`src/rtl/mmio_memory_bank.sv`:
```
// Memory-mapped word bank: RAM words, registered output ports and
// synchronised input ports (level or sticky rising-edge) sharing a single
// address space. Every addressable word is also part of one serial scan
// chain that runs in address order.
module mmio_memory_bank #(
    parameter int                  ADDR_WIDTH = 5,
    parameter int                  DATA_WIDTH = 8,
    parameter int                  NUM_OUT    = 1,
    parameter int                  NUM_IN     = 1,
    parameter logic [NUM_IN-1:0]   IN_MODE    = '0
) (
    input  logic                           clk,
    input  logic                           rst,
    input  logic [ADDR_WIDTH-1:0]          address,
    input  logic [DATA_WIDTH-1:0]          data_in,
    input  logic                           write_enable,
    output logic [DATA_WIDTH-1:0]          data_out,
    input  logic                           scan_enable,
    input  logic                           scan_in,
    output logic                           scan_out,
    input  logic [NUM_IN*DATA_WIDTH-1:0]   in_pins,
    output logic [NUM_OUT*DATA_WIDTH-1:0]  out_pins
);

    localparam int N        = 1 << ADDR_WIDTH;
    localparam int MEM_SIZE = N - NUM_OUT - NUM_IN;
    localparam int OUT_BASE = MEM_SIZE;
    localparam int IN_BASE  = MEM_SIZE + NUM_OUT;

    // Words are stored in address order, which is also scan-chain order,
    // so one array serves reads, writes and shifting.
    logic [DATA_WIDTH-1:0] words_q [N];
    logic [DATA_WIDTH-1:0] words_d [N];

    // Per-input-word synchroniser and edge-detect history (not scanned).
    logic [NUM_IN-1:0][DATA_WIDTH-1:0] sync1_q;
    logic [NUM_IN-1:0][DATA_WIDTH-1:0] sync2_q;
    logic [NUM_IN-1:0][DATA_WIDTH-1:0] prev_q;

    logic [DATA_WIDTH-1:0] clr_v;

    // Next-state of every word: scan shift has priority over writes and captures.
    always_comb begin
        clr_v = '0;
        for (int i = 0; i < N; i++) begin
            words_d[i] = words_q[i];
        end
        if (scan_enable) begin
            words_d[0] = {scan_in, words_q[0][DATA_WIDTH-1:1]};
            for (int i = 1; i < N; i++) begin
                words_d[i] = {words_q[i-1][0], words_q[i][DATA_WIDTH-1:1]};
            end
        end else begin
            if (write_enable && (address < ADDR_WIDTH'(IN_BASE))) begin
                words_d[address] = data_in;
            end
            for (int k = 0; k < NUM_IN; k++) begin
                if (IN_MODE[k]) begin
                    // Write-1-to-clear, applied before the set so a new edge wins.
                    clr_v = (write_enable && (address == ADDR_WIDTH'(IN_BASE + k)))
                            ? data_in : '0;
                    words_d[IN_BASE+k] = (words_q[IN_BASE+k] & ~clr_v)
                                       | (sync2_q[k] & ~prev_q[k]);
                end else begin
                    words_d[IN_BASE+k] = sync2_q[k];
                end
            end
        end
    end

    // Word storage; reset clears every word immediately.
    always_ff @(posedge clk or negedge rst) begin
        if (!rst) begin
            for (int i = 0; i < N; i++) begin
                words_q[i] <= '0;
            end
        end else begin
            words_q <= words_d;
        end
    end

    // Input synchronisers keep sampling regardless of scan mode.
    always_ff @(posedge clk or negedge rst) begin
        if (!rst) begin
            sync1_q <= '0;
            sync2_q <= '0;
            prev_q  <= '0;
        end else begin
            sync1_q <= in_pins;
            sync2_q <= sync1_q;
            prev_q  <= sync2_q;
        end
    end

    // Combinational read port, output pins and chain tail.
    always_comb begin
        out_pins = '0;
        data_out = words_q[address];
        scan_out = words_q[N-1][0];
        for (int j = 0; j < NUM_OUT; j++) begin
            out_pins[j*DATA_WIDTH +: DATA_WIDTH] = words_q[OUT_BASE+j];
        end
    end

endmodule

```
`config.mk`:
```
export PLATFORM = sky130hd
export DESIGN_NAME = mmio_memory_bank
export DESIGN_NICKNAME = d
export VERILOG_FILES = /design/src/rtl/mmio_memory_bank.sv
export SDC_FILE = /design/constraint.sdc
export NUM_CORES = 1
export LEC_CHECK = 0
export ABC_AREA = 0
export CAP_MARGIN = 20
export CORE_ASPECT_RATIO = 1.75
export CORE_MARGIN = 2
export CORE_UTILIZATION = 65
export CTS_CLUSTER_DIAMETER = 80
export DETAILED_ROUTE_END_ITERATION = 7
export MAX_ROUTING_LAYER = met4
export PLACE_DENSITY = 0.86
export REMOVE_ABC_BUFFERS = 1
export SLEW_MARGIN = 15
export SYNTH_ARGS = -nofsm -noshare
export SYNTH_HDL_FRONTEND = slang
export SYNTH_SLANG_ARGS = --single-unit
export TNS_END_PERCENT = 10
```
`constraint.sdc`:
```
create_clock -name clk -period 4.7 [get_ports clk]
set_clock_uncertainty 0.15 [all_clocks]
set_input_delay 0.94 -clock clk [delete_from_list [all_inputs] [get_ports clk]]
set_output_delay 0.94 -clock clk [all_outputs]
set_load 0.1 [all_outputs]
```
==> qor.csv <==
stage,metric,value,unit
clock_tree,Clock Pin Slew Worst Setup and Hold Paths,0.06,ns
timing,Setup TNS Final,0,ns
routing,routed length per instance,26.2,µm
clock_tree,Clock Latency Late Sink,0.58,ns
synthesis,area fraction in compound gates after synthesis,0.134,
setup_path,slowest CP cell,sky130_fd_sc_hd__clkdlybuf4s50_1,
timing,period utilization,0.967,
synthesis,"count leader, synth",sky130_fd_sc_hd__mux2i_1,
setup_path,type of origin of the critical path,input port,
routing,number of remaining DRC errors,0,
pwr,Tot Pwr,6900,µW
finish,Post-layout nets,1424,
routing,wire length reported by the detailed router,44.9,mm
die,area of the die,23800,µm²
grt,initial antenna violation count,0,
synthesis,Post-Synth XOR/XNOR Area,0,
synthesis,synth warn,0,
synthesis,proportion of synthesized chip area in sequential cells,0.465,
finish,number of diodes,0,
worst_hold_path,number of stages on the worst hold path,0,
setup_path,top fanout value on the critical path,17,
die,Die X-Extent,117,µm
timing,slew at the pin closest to its max-slew limit,1.23,ns
synthesis,register bit count reported by yosys,272,
pwr,Worst VDD drop,0.365,mV
worst_hold_path,class of the worst hold path,reg2reg,
clock_tree,post-CTS setup buffers,0,
die,core area,22100,µm²
synthesis,fraction of synthesized cell area taken by the top area cell type,0.465,
routing,antenna-violating nets left,0,
setup_path,category of the most critical setup path,in2out,
setup_path,launch instance of the worst register-to-register path,words_q[32],
die,starting density of the core,0.663,
clock_tree,TritonCTS Buffers,26,
setup_path,Critical Path End Type,output port,
die,count of pins on the block boundary,43,
synthesis,average footprint of a synthesized cell,10.3,µm²
grt,wire length of the first global-routing pass,68.7,mm
placement,detailed placement HPWL,30.5,mm
clock_tree,clock tree from TritonCTS,done,
finish,area overhead of the layout relative to synthesis,10.6,%
synthesis,main combinational cell family by area after synthesis,multiplexers,
setup_path,length in cells of the worst reg-to-reg path,2,
synthesis,share of async-settable or async-resettable flops after synthesis,1.00,
setup_path,cells traversed along the worst timing path,clkdlybuf4s50_1 > buf_4 > nand4b_1 > o22ai_1 > nor4_1 > nand2_1 > buf_12,
timing,unrepaired setup endpoints after global routing,false,
clock_tree,Max clock buf depth,3,
routing,Iter 0 DRT Violations,1133,
clock_tree,number of gates given a new drive strength after cts,0,
setup_path,worst-case register-to-register setup slack,3.52,ns
synthesis,count of flip-flops with a built-in enable after synthesis,0,
worst_hold_path,worst hold start,sync1_q[1],
synthesis,combined area of all synthesized cells,14600,µm²
synthesis,library cell with the largest summed area after synthesis,sky130_fd_sc_hd__dfrtp_1,
timing,endpoints failing hold,0,
grt,largest net degree at the start of global routing,171,
setup_path,Crit path arrival time,3.46,ns
synthesis,multiplexer fraction of the synthesized cell area,0.214,
timing,worst path setup slack after routing,0.153,ns
setup_path,Reg2Reg Capture Point,words_q[32],
routing,overall via count from detail_route,11500,
grt,sum of overflow across all layers after global routing,0,
run,number of max-cap violations,0,
status,result of the run,completed,
clock_tree,Clock H-tree levels,1,
timing,highest achievable clock rate,220,MHz
die,die boundary height,203,µm
synthesis,"share of synthesized cell area in full adder, half adder and majority cells",0,
grt,global-route usage over all layers,0.391,
clock_tree,count of clock tree sinks,272,
routing,vias per std cell,6.70,
synthesis,"share of synthesized cell area in and, or, nand and nor gates",0.141,
synthesis,count of unique library cells instantiated by Yosys,43,
setup_path,slowest cell delay on critical path,0.70,ns
finish,share of post-route cells with drive strength above 1,0.0896,
pwr,Power per Cell Area,426,nW/µm²
clock_tree,hold-fix buffer count after cts,0,
worst_hold_path,hold endpoint,sync2_q[1],
timing,max_slew headroom,0.179,
synthesis,biggest area contributors in the synthesized netlist,"sky130_fd_sc_hd__dfrtp_1 (47%), sky130_fd_sc_hd__mux2i_1 (21%), sky130_fd_sc_hd__nand2_1 (5.8%), sky130_fd_sc_hd__o21ai_0 (5.6%), sky130_fd_sc_hd__o22ai_1 (2.7%)",
grt,vias in the first global route,11600,
routing,length of the first detailed-routing pass in iterations,6,
synthesis,prevailing post-synth register cell,sky130_fd_sc_hd__dfrtp_1,
clock_tree,cell at the root of the clock tree,sky130_fd_sc_hd__clkbuf_16,
placement,Placement Setup Slack,0.290,ns
timing,final number of max-transition violations,0,
timing,final critical path time including I/O delays and setup,4.55,ns
die,standard-cell rows,72,
placement,routability congestion estimate,1.02,
placement,number of input and output port buffers inserted,42,
setup_path,required arrival time at the worst endpoint,3.61,ns
pwr,Leakage Power,0.00698,µW
timing,Setup-failing EPs final,0,
synthesis,ranking of synthesized cells by instance count,"sky130_fd_sc_hd__mux2i_1 (304), sky130_fd_sc_hd__dfrtp_1 (272), sky130_fd_sc_hd__nand2_1 (226)",
synthesis,cell count after synthesis,1424,
metal layers:
| layer | up-vias | routed length (µm) | track usage |
|---|---|---|---|
| li1 | 5112 | - | - |
| met3 | 200 | 1970 | 0.0416 |
| met2 | 452 | 22200 | 0.636 |
| met4 | 0 | 4330 | 0.308 |
| met1 | 5717 | 16400 | 0.443 |
| met5 | - | 0 | - |
stage by stage:
step | cells | hold slack [ns] | instance area [µm²] | utilization
finish | 1714 | 0.196 | 16200 | 0.734
global route | 1714 | 0.204 | 16200 | 0.734
CTS | 1714 | 0.199 | 16200 | 0.734
detailed placement | 1666 | 0.185 | 15200 | 0.690
global placement | 1666 | 0.182 | 15200 | 0.690
floorplan | 1288 | 0.181 | 14000 | -
cell type report:
type | instances | area (µm²)
clock inverter | 13 | 225
sequential | 272 | 6810
clock buffer | 35 | 724
fill | 1561 | 5880
timing repair buffer | 82 | 900
tap | 296 | 370
inverter | 1 | 3.75
multi-input combinational | 1015 | 7160
logic make-up after synthesis:
family / after synthesis
buf+inv: 137
flops: 272
mux: 312
simple gates: 373
compound gates: 330
registers in the layout (all words and copies together) (netlist names):
signal    cells
scan_out      1
sync1_q       8
out_pins      8
words_q     247
sync2_q       8
cell usage in the layout, fill, tap and decap left out, drive strengths merged, types with 4 or more instances in the layout:
cell | netlist | layout
mux2 | 8 | 8
nand2b | 8 | 8
clkinv | 0 | 6
bufinv | 0 | 5
nor2b | 9 | 9
clkdlybuf4s50 | 0 | 31
mux2i | 304 | 304
clkbuf | 76 | 35
a21oi | 17 | 17
nand3b | 28 | 28
a221o | 32 | 32
nor3b | 36 | 36
o21ai | 192 | 192
and3 | 4 | 4
nor4 | 18 | 18
nor2 | 12 | 12
o211ai | 24 | 24
o22ai | 64 | 64
or4b | 4 | 4
nand3 | 4 | 4
nand4b | 5 | 5
buf | 60 | 51
nand2 | 229 | 229
dfrtp | 272 | 272
critical path, delay by kind of cell:
| kind | cells | cell delay (ns) |
|---|---|---|
| buffers and inverters | 3 | 1.24 |
| AND/OR/NAND/NOR | 3 | 1.10 |
| AO/OA/AOI/OAI | 1 | 0.17 |
worst max-delay path by stage:
stage	cells past startpoint	from	end	slack (ns)
finish	7	address[2]	data_out[6]	0.15
global route	7	address[2]	data_out[6]	0.03
CTS	7	address[2]	data_out[6]	0.28
detailed placement	6	address[0]	data_out[0]	0.29
global placement	7	address[3]	data_out[6]	0.36
floorplan	4	address[0]	data_out[3]	1.05
power breakdown:
part           internal [µW]  switching (µW)  total (µW)  leakage (µW)
clock network           1370             969        2340      0.000462
logic                    544             889        1430       0.00290
registers               2740             388        3120       0.00362
Power figures use the tool's default switching activity.
==> edit (same settings) <==
Change the parameter `IN_MODE` from '0 to 1.
--- a/src/rtl/mmio_memory_bank.sv
+++ b/src/rtl/mmio_memory_bank.sv
@@ -7,7 +7,7 @@
     parameter int                  DATA_WIDTH = 8,
     parameter int                  NUM_OUT    = 1,
     parameter int                  NUM_IN     = 1,
-    parameter logic [NUM_IN-1:0]   IN_MODE    = '0
+    parameter logic [NUM_IN-1:0]   IN_MODE    = 1
 ) (
     input  logic                           clk,
     input  logic                           rst,
Function: changed (a bounded check fails within 4 cycles, from zero or initial values and one cycle with rst low).
==> edit against the unedited design <==
Sequential share of layout area increased by 0.74 points. Synthesized area rose by 1.8%. First-iteration DRC count is 28% higher. Non-clock buffer count rose by 11. Routed wire length grew 5.8%. Setup slack better by 0.039 ns. Via count is 4.8% higher. Final area up 1.2%. Sequential cell count is 8 higher. Die area grew 1.8%. Largest power group unchanged. Clock power is 9.4% lower. Total power shrank 1.2%. Count of clock-buffer cells in the layout fell by 2.
==> edit: results <==
{
  "cellLeakagePower_nw": 7.32,
  "synth_area_leaders": "dfrtp_1 (47%), mux2i_1 (20%), nand2_1 (5.6%), o21ai_0 (5.6%), a221o_1 (2.7%)",
  "use_met1": 0.475,
  "grt_max_degree": 194,
  "whs_ns": 0.204,
  "nFillCells": 1649,
  "rr_startpoint": "words_q[6]",
  "drive_above_1_share": 0.0871,
  "gr-usage-met3": 0.0508,
  "dp_hpwl_um": 31600,
  "largest_register": "words_q",
  "grt_first_pass_wirelength_um": 71800,
  "synth_common_cells": "mux2i_1 (304), dfrtp_1 (280), nand2_1 (222)",
  "cts-resized-gates": 0,
  "async_flop_share": 1.00,
  "cts_buffers": 25,
  "holdCritStartpoint": "sync1_q[1]",
  "track_usage": 0.407,
  "status": "completed",
  "peakVddDrop_mv": 0.381,
  "crit_family": "simple AND/OR/NAND/NOR gates",
  "grt_pass1_vias": 11900,
  "worst_path_max_delay_cell": "or4b_2",
  "vias": 12000,
  "final_nets": 1468,
  "r2r_cells": 2,
  "cp.arrival_ns": 3.42,
  "dp_slack_ns": 0.308,
  "wl_per_cell_um": 27.1,
  "r2r_end": "words_q[6]",
  "regToRegSetupSlack_ns": 3.52,
  "met2_usage": 0.653,
  "relSlewSlack": 0.306,
  "drt_iter0_drc": 1447,
  "io_buffers": 42,
  "clkLatencyLatePin_ns": 0.54,
  "clock_path_buffers": 3,
  "antennaDiodeCount": 0,
  "cp_slowest_stage_delay_ns": 0.96,
  "postCtsSetupRepairBufs": 0,
  "synth.distinct_cells": 45,
  "cp_max_fo": 17,
  "yosysSeqAreaShare": 0.470,
  "place_congestion": 0.998,
  "hold_path_class": "flip-flop to flip-flop"
}
## edit: per-layer routing
| metal | vias to the layer above | wire length, µm |
|---|---|---|
| li1 | 5237 | - |
| met1 | 6063 | 17500 |
| met2 | 557 | 23100 |
| met3 | 176 | 2790 |
| met4 | 0 | 4120 |
| met5 | - | 0 |
## edit: worst max path at each step
stage	start	to	slack (ns)	depth (start not counted)
detailed placement	address[0]	data_out[1]	0.31	6
floorplan	address[0]	data_out[0]	1.01	4
finish	address[0]	data_out[1]	0.19	6
global route	address[0]	data_out[1]	0.17	6
CTS	address[0]	data_out[1]	0.29	6
global placement	address[0]	data_out[3]	0.33	6
## edit: logic make-up (layout without fill, tap and decap cells)
| kind of cell | after synthesis | count (layout) | synth area share |
|---|---|---|---|
| multiplexers | 304 | 304 | 0.204 |
| flip-flops | 280 | 280 | 0.470 |
| AO/OA/AOI/OAI | 330 | 330 | 0.133 |
| buffers and inverters | 153 | 144 | 0.0468 |
| AND/OR/NAND/NOR | 400 | 400 | 0.146 |
## edit: final cells by class
cell class	count	share of cell area
Clock buffer	33	0.0419
Clock inverter	10	0.00810
Inverter	8	0.00183
Multi-Input combinational cell	1034	0.440
Sequential cell	280	0.428
Tap cell	300	0.0229
Timing Repair Buffer	93	0.0577
## edit: metrics by stage
step	std cells	utilization	instance area, µm²
6_report	1758	0.723	16400
5_1_grt	1758	0.723	16400
4_1_cts	1756	0.722	16400
3_5_place_dp	1713	0.686	15500
3_3_place_gp	1713	0.686	15500
2_1_floorplan	1322	-	14200
## edit: power breakdown
part / total, mW / switching, mW / internal, mW
registers: 3.19 / 0.380 / 2.81
logic: 1.50 / 0.953 / 0.551
clock network: 2.12 / 0.930 / 1.19
total: 6.81 / 2.26 / 4.55
